`src/rtl/mem_wb_pipe.sv`:
```
// MEM/WB pipeline register with a one-entry skid buffer and valid/ready handshake.
// Optional MEM_WB_STALL_CNT_EN adds stall_cnt_o, counting back-pressured cycles.
module mem_wb_pipe #(
    parameter int DATA_W = 32,
    parameter int REG_W  = 5,
    parameter int WB_W   = 2,
    parameter int CNT_W  = 16
) (
    input  logic              clk_i,
    input  logic              rst_i,
    input  logic              stall_i,
    input  logic              flush_i,
    input  logic              in_valid_i,
    output logic              in_ready_o,
    input  logic [WB_W-1:0]   wb_i,
    input  logic [DATA_W-1:0] read_data_i,
    input  logic [DATA_W-1:0] addr_i,
    input  logic [REG_W-1:0]  rd_i,
    output logic              out_valid_o,
    input  logic              out_ready_i,
    output logic              reg_write_o,
    output logic              mem_to_reg_o,
    output logic [DATA_W-1:0] read_data_o,
    output logic [DATA_W-1:0] addr_o,
    output logic [REG_W-1:0]  rd_o,
    output logic [DATA_W-1:0] wb_data_o
`ifdef MEM_WB_STALL_CNT_EN
    ,
    output logic [CNT_W-1:0]  stall_cnt_o
`endif
);

    localparam int ENT_W = WB_W + 2 * DATA_W + REG_W;

    typedef enum logic [1:0] {
        S_EMPTY = 2'd0,
        S_ONE   = 2'd1,
        S_FULL  = 2'd2
    } state_t;

    state_t             state_reg;
    state_t             state_next;
    logic               in_ready_reg;
    logic               out_valid_reg;
    logic [ENT_W-1:0]   main_reg;
    logic [ENT_W-1:0]   skid_reg;
    logic [ENT_W-1:0]   entry_in;
    logic [WB_W-1:0]    main_wb;

    logic               push;
    logic               pop;
    logic               load_main_in;
    logic               load_main_skid;
    logic               load_skid;

    assign entry_in = {wb_i, read_data_i, addr_i, rd_i};

    // Flush and stall both mask the handshake, so the FSM only sees real transfers.
    assign push = in_valid_i & in_ready_reg & ~stall_i & ~flush_i;
    assign pop  = out_valid_reg & out_ready_i & ~stall_i & ~flush_i;

    always_comb begin
        state_next     = state_reg;
        load_main_in   = 1'b0;
        load_main_skid = 1'b0;
        load_skid      = 1'b0;
        if (flush_i) begin
            state_next = S_EMPTY;
        end else begin
            case (state_reg)
                S_EMPTY: begin
                    if (push) begin
                        load_main_in = 1'b1;
                        state_next   = S_ONE;
                    end
                end
                S_ONE: begin
                    if (push && pop) begin
                        load_main_in = 1'b1;
                    end else if (push) begin
                        load_skid  = 1'b1;
                        state_next = S_FULL;
                    end else if (pop) begin
                        state_next = S_EMPTY;
                    end
                end
                S_FULL: begin
                    if (pop) begin
                        load_main_skid = 1'b1;
                        state_next     = S_ONE;
                    end
                end
                default: begin
                    state_next = S_EMPTY;
                end
            endcase
        end
    end

    // Handshake flags are registered copies of the next state so both ports see flop outputs.
    always_ff @(posedge clk_i or posedge rst_i) begin
        if (rst_i) begin
            state_reg     <= S_EMPTY;
            in_ready_reg  <= 1'b1;
            out_valid_reg <= 1'b0;
        end else begin
            state_reg     <= state_next;
            in_ready_reg  <= (state_next != S_FULL);
            out_valid_reg <= (state_next != S_EMPTY);
        end
    end

    always_ff @(posedge clk_i or posedge rst_i) begin
        if (rst_i) begin
            main_reg <= '0;
            skid_reg <= '0;
        end else begin
            if (load_main_in) begin
                main_reg <= entry_in;
            end else if (load_main_skid) begin
                main_reg <= skid_reg;
            end
            if (load_skid) begin
                skid_reg <= entry_in;
            end
        end
    end

    assign {main_wb, read_data_o, addr_o, rd_o} = main_reg;

    assign in_ready_o   = in_ready_reg;
    assign out_valid_o  = out_valid_reg;
    assign reg_write_o  = main_wb[WB_W-1] & out_valid_reg;
    assign mem_to_reg_o = main_wb[0];
    assign wb_data_o    = mem_to_reg_o ? read_data_o : addr_o;

`ifdef MEM_WB_STALL_CNT_EN
    logic [CNT_W-1:0] stall_cnt_reg;

    // Counts cycles where the WB side refuses a valid entry; sticks at all-ones.
    always_ff @(posedge clk_i or posedge rst_i) begin
        if (rst_i) begin
            stall_cnt_reg <= '0;
        end else if (out_valid_reg && !out_ready_i && !stall_i && !(&stall_cnt_reg)) begin
            stall_cnt_reg <= stall_cnt_reg + {{(CNT_W-1){1'b0}}, 1'b1};
        end
    end

    assign stall_cnt_o = stall_cnt_reg;
`else
    logic unused_cnt_w;
    assign unused_cnt_w = (CNT_W > 0);
`endif

endmodule
```
`config.mk`:
```
export PLATFORM = sky130hd
export DESIGN_NAME = mem_wb_pipe
export DESIGN_NICKNAME = d
export VERILOG_FILES = /design/src/rtl/mem_wb_pipe.sv
export SDC_FILE = /design/constraint.sdc
export NUM_CORES = 1
export LEC_CHECK = 0
export BUFFER_PORTS_ARGS = -buffer_cell sky130_fd_sc_hd__buf_4
export CAP_MARGIN = 5
export CORE_MARGIN = 2
export CORE_UTILIZATION = 55
export CTS_CLUSTER_DIAMETER = 30
export DETAILED_ROUTE_END_ITERATION = 12
export GPL_ROUTABILITY_DRIVEN = 1
export GPL_TIMING_DRIVEN = 0
export MAX_ROUTING_LAYER = met4
export PLACE_DENSITY = 0.81
export SETUP_SLACK_MARGIN = 0.02
export SYNTH_ARGS = -nofsm -noshare
export SYNTH_HDL_FRONTEND = slang
export SYNTH_SLANG_ARGS = --single-unit
```
`constraint.sdc`:
```
create_clock -name clk_i -period 6 [get_ports clk_i]
set_clock_uncertainty 0.05 [all_clocks]
set_input_delay 0.6 -clock clk_i [delete_from_list [all_inputs] [get_ports clk_i]]
set_output_delay 0.6 -clock clk_i [all_outputs]
set_load 0.01 [all_outputs]
```
# Word-level counts from Yosys, hierarchy flattened
# Index checks and enable logic that the tools add are counted.
# totals
output_inout_bits	105
in_bits	77
register_bits	146
word_cells	41
latchBits	0
rom_bits	0
ram_bits	0
n_memories	0
# op_classes
addsub	0
n_bitwise	9
shifts	0
div	0
n_eq_ne	3
muxes	20
multipliers	0
reduce_logical	4
magnitude_cmp	0
# op_table
operator	count
$mux W71	2
$mux W32	1
$mux W2	6
$mux W1	9
$and A1 B1 Y1	7
$pmux W2 S3	1
$reduce_bool A2 Y1	2
$eq A2 B1 Y1 const B	1
$eq A2 B2 Y1 const B	1
$logic_not A2 Y1	1
$ne A2 B2 Y1 const B	1
$not A1 Y1	2
$pmux W1 S2	1
$logic_and A1 B1 Y1	1

# Logic depth before layout (Yosys ltp)
# logic_depth
ltp_word	9
ltp_mapped	6
depth_no_buf	3

# Worst setup path before layout
# No wires, ideal clock.
# synth_path
path_kind	input to register
from	input port stall_i
to	register skid_reg[0]
path_buffers	2
arrival_ps	2015
setup_time_ps	125
slack_ps	3810
t_required_ps	5825
path_stages	5
path_cell_list	and4bb_1 > buf_6 > nor4b_4 > buf_6 > mux2_4
# synth_via
elab_chain_cells	7
word_cells_on_any_way	10
classes_between	mux (4); bitwise (5); reduce/logical (1)
# synth_rtl
item	line	source
start, declared	11	input logic stall_i,
$not A1 Y1 (*)	59, 60	
$and A1 B1 Y1, on equally long branches (2 in a row)	59, 60	
$mux W1 or $logic_and A1 B1 Y1 (tied branches)	80, 78	
$mux W1 (*)	78	if (push && pop) begin
$mux W1 (*)	70	case (state_reg)
$mux W1 (*)	67	if (flush_i) begin
end signal, assigned	124	skid_reg <= entry_in;
end, declared	46	logic [ENT_W-1:0] skid_reg;
# Mark *: on every way between the ends. The rest lies on a longest branch, timed or not.
# A chain may end at the register's enable or synchronous reset.

# Final worst setup path
# layout_path
from	register main_reg[69]
to	output port wb_data_o[17]
# layout_via
elab_chain_cells	1
# layout_rtl
item	line	source
start, declared	45	logic [ENT_W-1:0] main_reg;
start signal, assigned	119	main_reg <= entry_in;
start signal, assigned	121	main_reg <= skid_reg;
$mux W32	135	assign wb_data_o = mem_to_reg_o ? read_data_o : addr_o;
end, declared	26	output logic [DATA_W-1:0] wb_data_o
# Every way passes these cells.

==> impl_metrics.env <==
export IMPL_status="finished, final reports clean"
export IMPL_h_tree_depth=4
export IMPL_min_path_type="primary input to asynchronous set/reset pin"
export IMPL_tightestPinTransition_ns=0.915
export IMPL_seq_area_frac_synth_pct=45.1
export IMPL_p_sw_uw=936
export IMPL_die_x_microns=125
export IMPL_mostFrequentLayoutCells="buf_4, dfrtp_1"
export IMPL_insertion_delay_ns=0.43
export IMPL_rows=44
export IMPL_syn_inst=696
export IMPL_die_area_sq_um=15700
export IMPL_synthArstFlopShare_pct=100
export IMPL_die_h_microns=125
export IMPL_grt_pass1_wl_microns=36300
export IMPL_postCtsSetupBuffers=0
export IMPL_drc=0
export IMPL_ant_nets=0
export IMPL_switching_share_pct=26.4
export IMPL_max_slew_margin_pct=37.4
export IMPL_leakagePower_uw=0.00517
export IMPL_cts_buffers=17
export IMPL_ys_types=27
export IMPL_cts_buffer_depth=2
export IMPL_antenna_found_initial=0
export IMPL_max_cap_violations=0
export IMPL_instances_no_fill=1094
export IMPL_reg2reg_to="main_reg[11]"
export IMPL_synthTopCellsByArea="dfrtp_1, mux2_4, a311o_1"
export IMPL_cp_arrival_ns=2.42
export IMPL_drtPass1Iterations=5
export IMPL_portBuffers=181
export IMPL_synth_top_area_share_pct=44.8
export IMPL_drive_gt1_share_pct=43.7
export IMPL_yosys_most_used_dff="dfrtp_1"
export IMPL_initial_core_util_pct=55.9
export IMPL_setup_violations_final=0
export IMPL_end_kind="primary output"
export IMPL_power_density_nw_per_um2=342
export IMPL_cp_cell_sequence="clkbuf_1, clkbuf_1, mux2_2, buf_4"
export IMPL_fin_hold_ws_ns=0.190
export IMPL_routed_wl_microns=23400
export IMPL_hpwl_microns=15600
export IMPL_grtUsageTotal_pct=30.5
export IMPL_ys_ff_latch=146
export IMPL_cp_slowest_cell="clkbuf_1"
export IMPL_critPathMaxStageDelay_ns=0.61
export IMPL_critPathKind="register to primary output"
export IMPL_syn_nets=773
export IMPL_yosys_warnings=0
export IMPL_reg2reg_depth=5
export IMPL_rrSetupSlack_ns=3.63
export IMPL_crit_top_cell="clkbuf_1"
export IMPL_grt_max_degree=86
export IMPL_intPower_uw=2610
export IMPL_yosysTopAreaCell="dfrtp_1"
export IMPL_cts_root_buf="clkbuf_16"
export IMPL_wl_per_cell_microns=21.4
export IMPL_cts_tree="done"
export IMPL_clkSinkCount=146
export IMPL_combPwrFrac_pct=28.2
export IMPL_ir_drop_mv=0.208
export IMPL_fmax_mhz=326
export IMPL_hold_viol=0
export IMPL_vias_per_cell=6.12
export IMPL_cp_start_kind="register"
export IMPL_dp_cells=1062
export IMPL_synth_edff_count=0
export IMPL_avgSynthCellArea_sq_um=11.6
export IMPL_diodes=0
export IMPL_gp_congestion=0.855
export IMPL_cp_max_fo=10
export IMPL_critPathRequiredTime_ns=5.35
export IMPL_clock_power_share_pct=32.7
export IMPL_rsz0062_at_grt="no"
export IMPL_cts_resized=0
export IMPL_io_pins=182
export IMPL_clk_pin_slew_ns=0.06
export IMPL_drtIter0Drc=623
export IMPL_final_min_clock_period_ns=3.07
export IMPL_report_power_total_uw=3540
export IMPL_coreArea_sq_um=14500
export IMPL_area_growth_pct=28.0
export IMPL_grt_ovfl_total=0
export IMPL_r2r_start="state_reg[0]"
export IMPL_fin_crit_sh_pct=51.1
export IMPL_num_vias=6698
export IMPL_synth_area_sq_um=8100
export IMPL_final_common_cell="buf_4"
export IMPL_slew_violations=0
export IMPL_grt_pass1_vias=6642
export IMPL_holdBufCountCts=0
export IMPL_layout_nets=974
export IMPL_seq_power_share_pct=39.1
-- power groups by stage --
stage / Sequential (uW) / Clock, uW / Combinational, uW
finish: 1390 / 1160 / 999
CTS: 1380 / 1160 / 1010
global route: 1410 / 1210 / 1060
global placement: 1380 / 0 / 974
floorplan: 1330 / 0 / 637
detailed placement: 1390 / 0 / 999
-- critical path, delay by kind of cell, from the launching register on --
family	cells	cell delay, ns
buffers and inverters	3	1.17
flip-flops	1	0.37
multiplexers	1	0.44
-- stage by stage --
stage          area (sq um)  util [%]  setup slack (ns)  TNS [ns]
2_1_floorplan          8100         -              1.43         0
3_3_place_gp           9680      66.9            -0.241    -33.73
3_5_place_dp           9720      67.1              3.35         0
4_1_cts               10400      71.6              2.94         0
5_1_grt               10400      71.6              2.87         0
6_report              10400      71.6              2.93         0
-- how the worst max path moves through the flow --
stage            startpoint             to
2_1_floorplan         rst_i    main_reg[0]
3_3_place_gp          rst_i   skid_reg[23]
3_5_place_dp        flush_i   skid_reg[60]
4_1_cts        main_reg[69]  wb_data_o[17]
5_1_grt        main_reg[69]  wb_data_o[17]
6_report       main_reg[69]  wb_data_o[17]
-- cell usage after synthesis, drive strengths merged (2+ instances only) --
library cell    n
nand4bb         2
a2111oi        71
nand2           2
mux2          103
a311o          71
nor2            2
inv            72
a211oi          2
dfrtp         145
clkbuf         65
and3           71
buf            78
and4bb          2
-- metal layers --
layer | track usage [%] | vias up | share of wire, %
li1 | - | 2944 | -
met1 | 41.5 | 3386 | 43
met2 | 45.4 | 335 | 47
met3 | 7.36 | 33 | 8.2
met4 | 9.74 | 0 | 1.5
met5 | - | - | 0
-- layout make-up --
class                           count  area (sq um)
Clock inverter                      9           150
Clock buffer                       23           498
Fill cell                        1089          4110
Tap cell                          184           230
Buffer                            143           857
Inverter                           72           275
Multi-Input combinational cell    335          3310
Timing Repair Buffer              182          1390
Sequential cell                   146          3650
-- logic make-up (layout without fill, tap and decap cells) --
group                  Yosys count  in the layout  share of synthesized area [%]
and+or+nand+nor                 86             86                           6.99
muxes                          103            103                           17.1
DFF                            146            146                           45.1
AOI/OAI and AO/OA              146            146                           16.8
buffers and inverters          215            429                           13.9
Note: power is estimated with default switching activity, not from simulation.
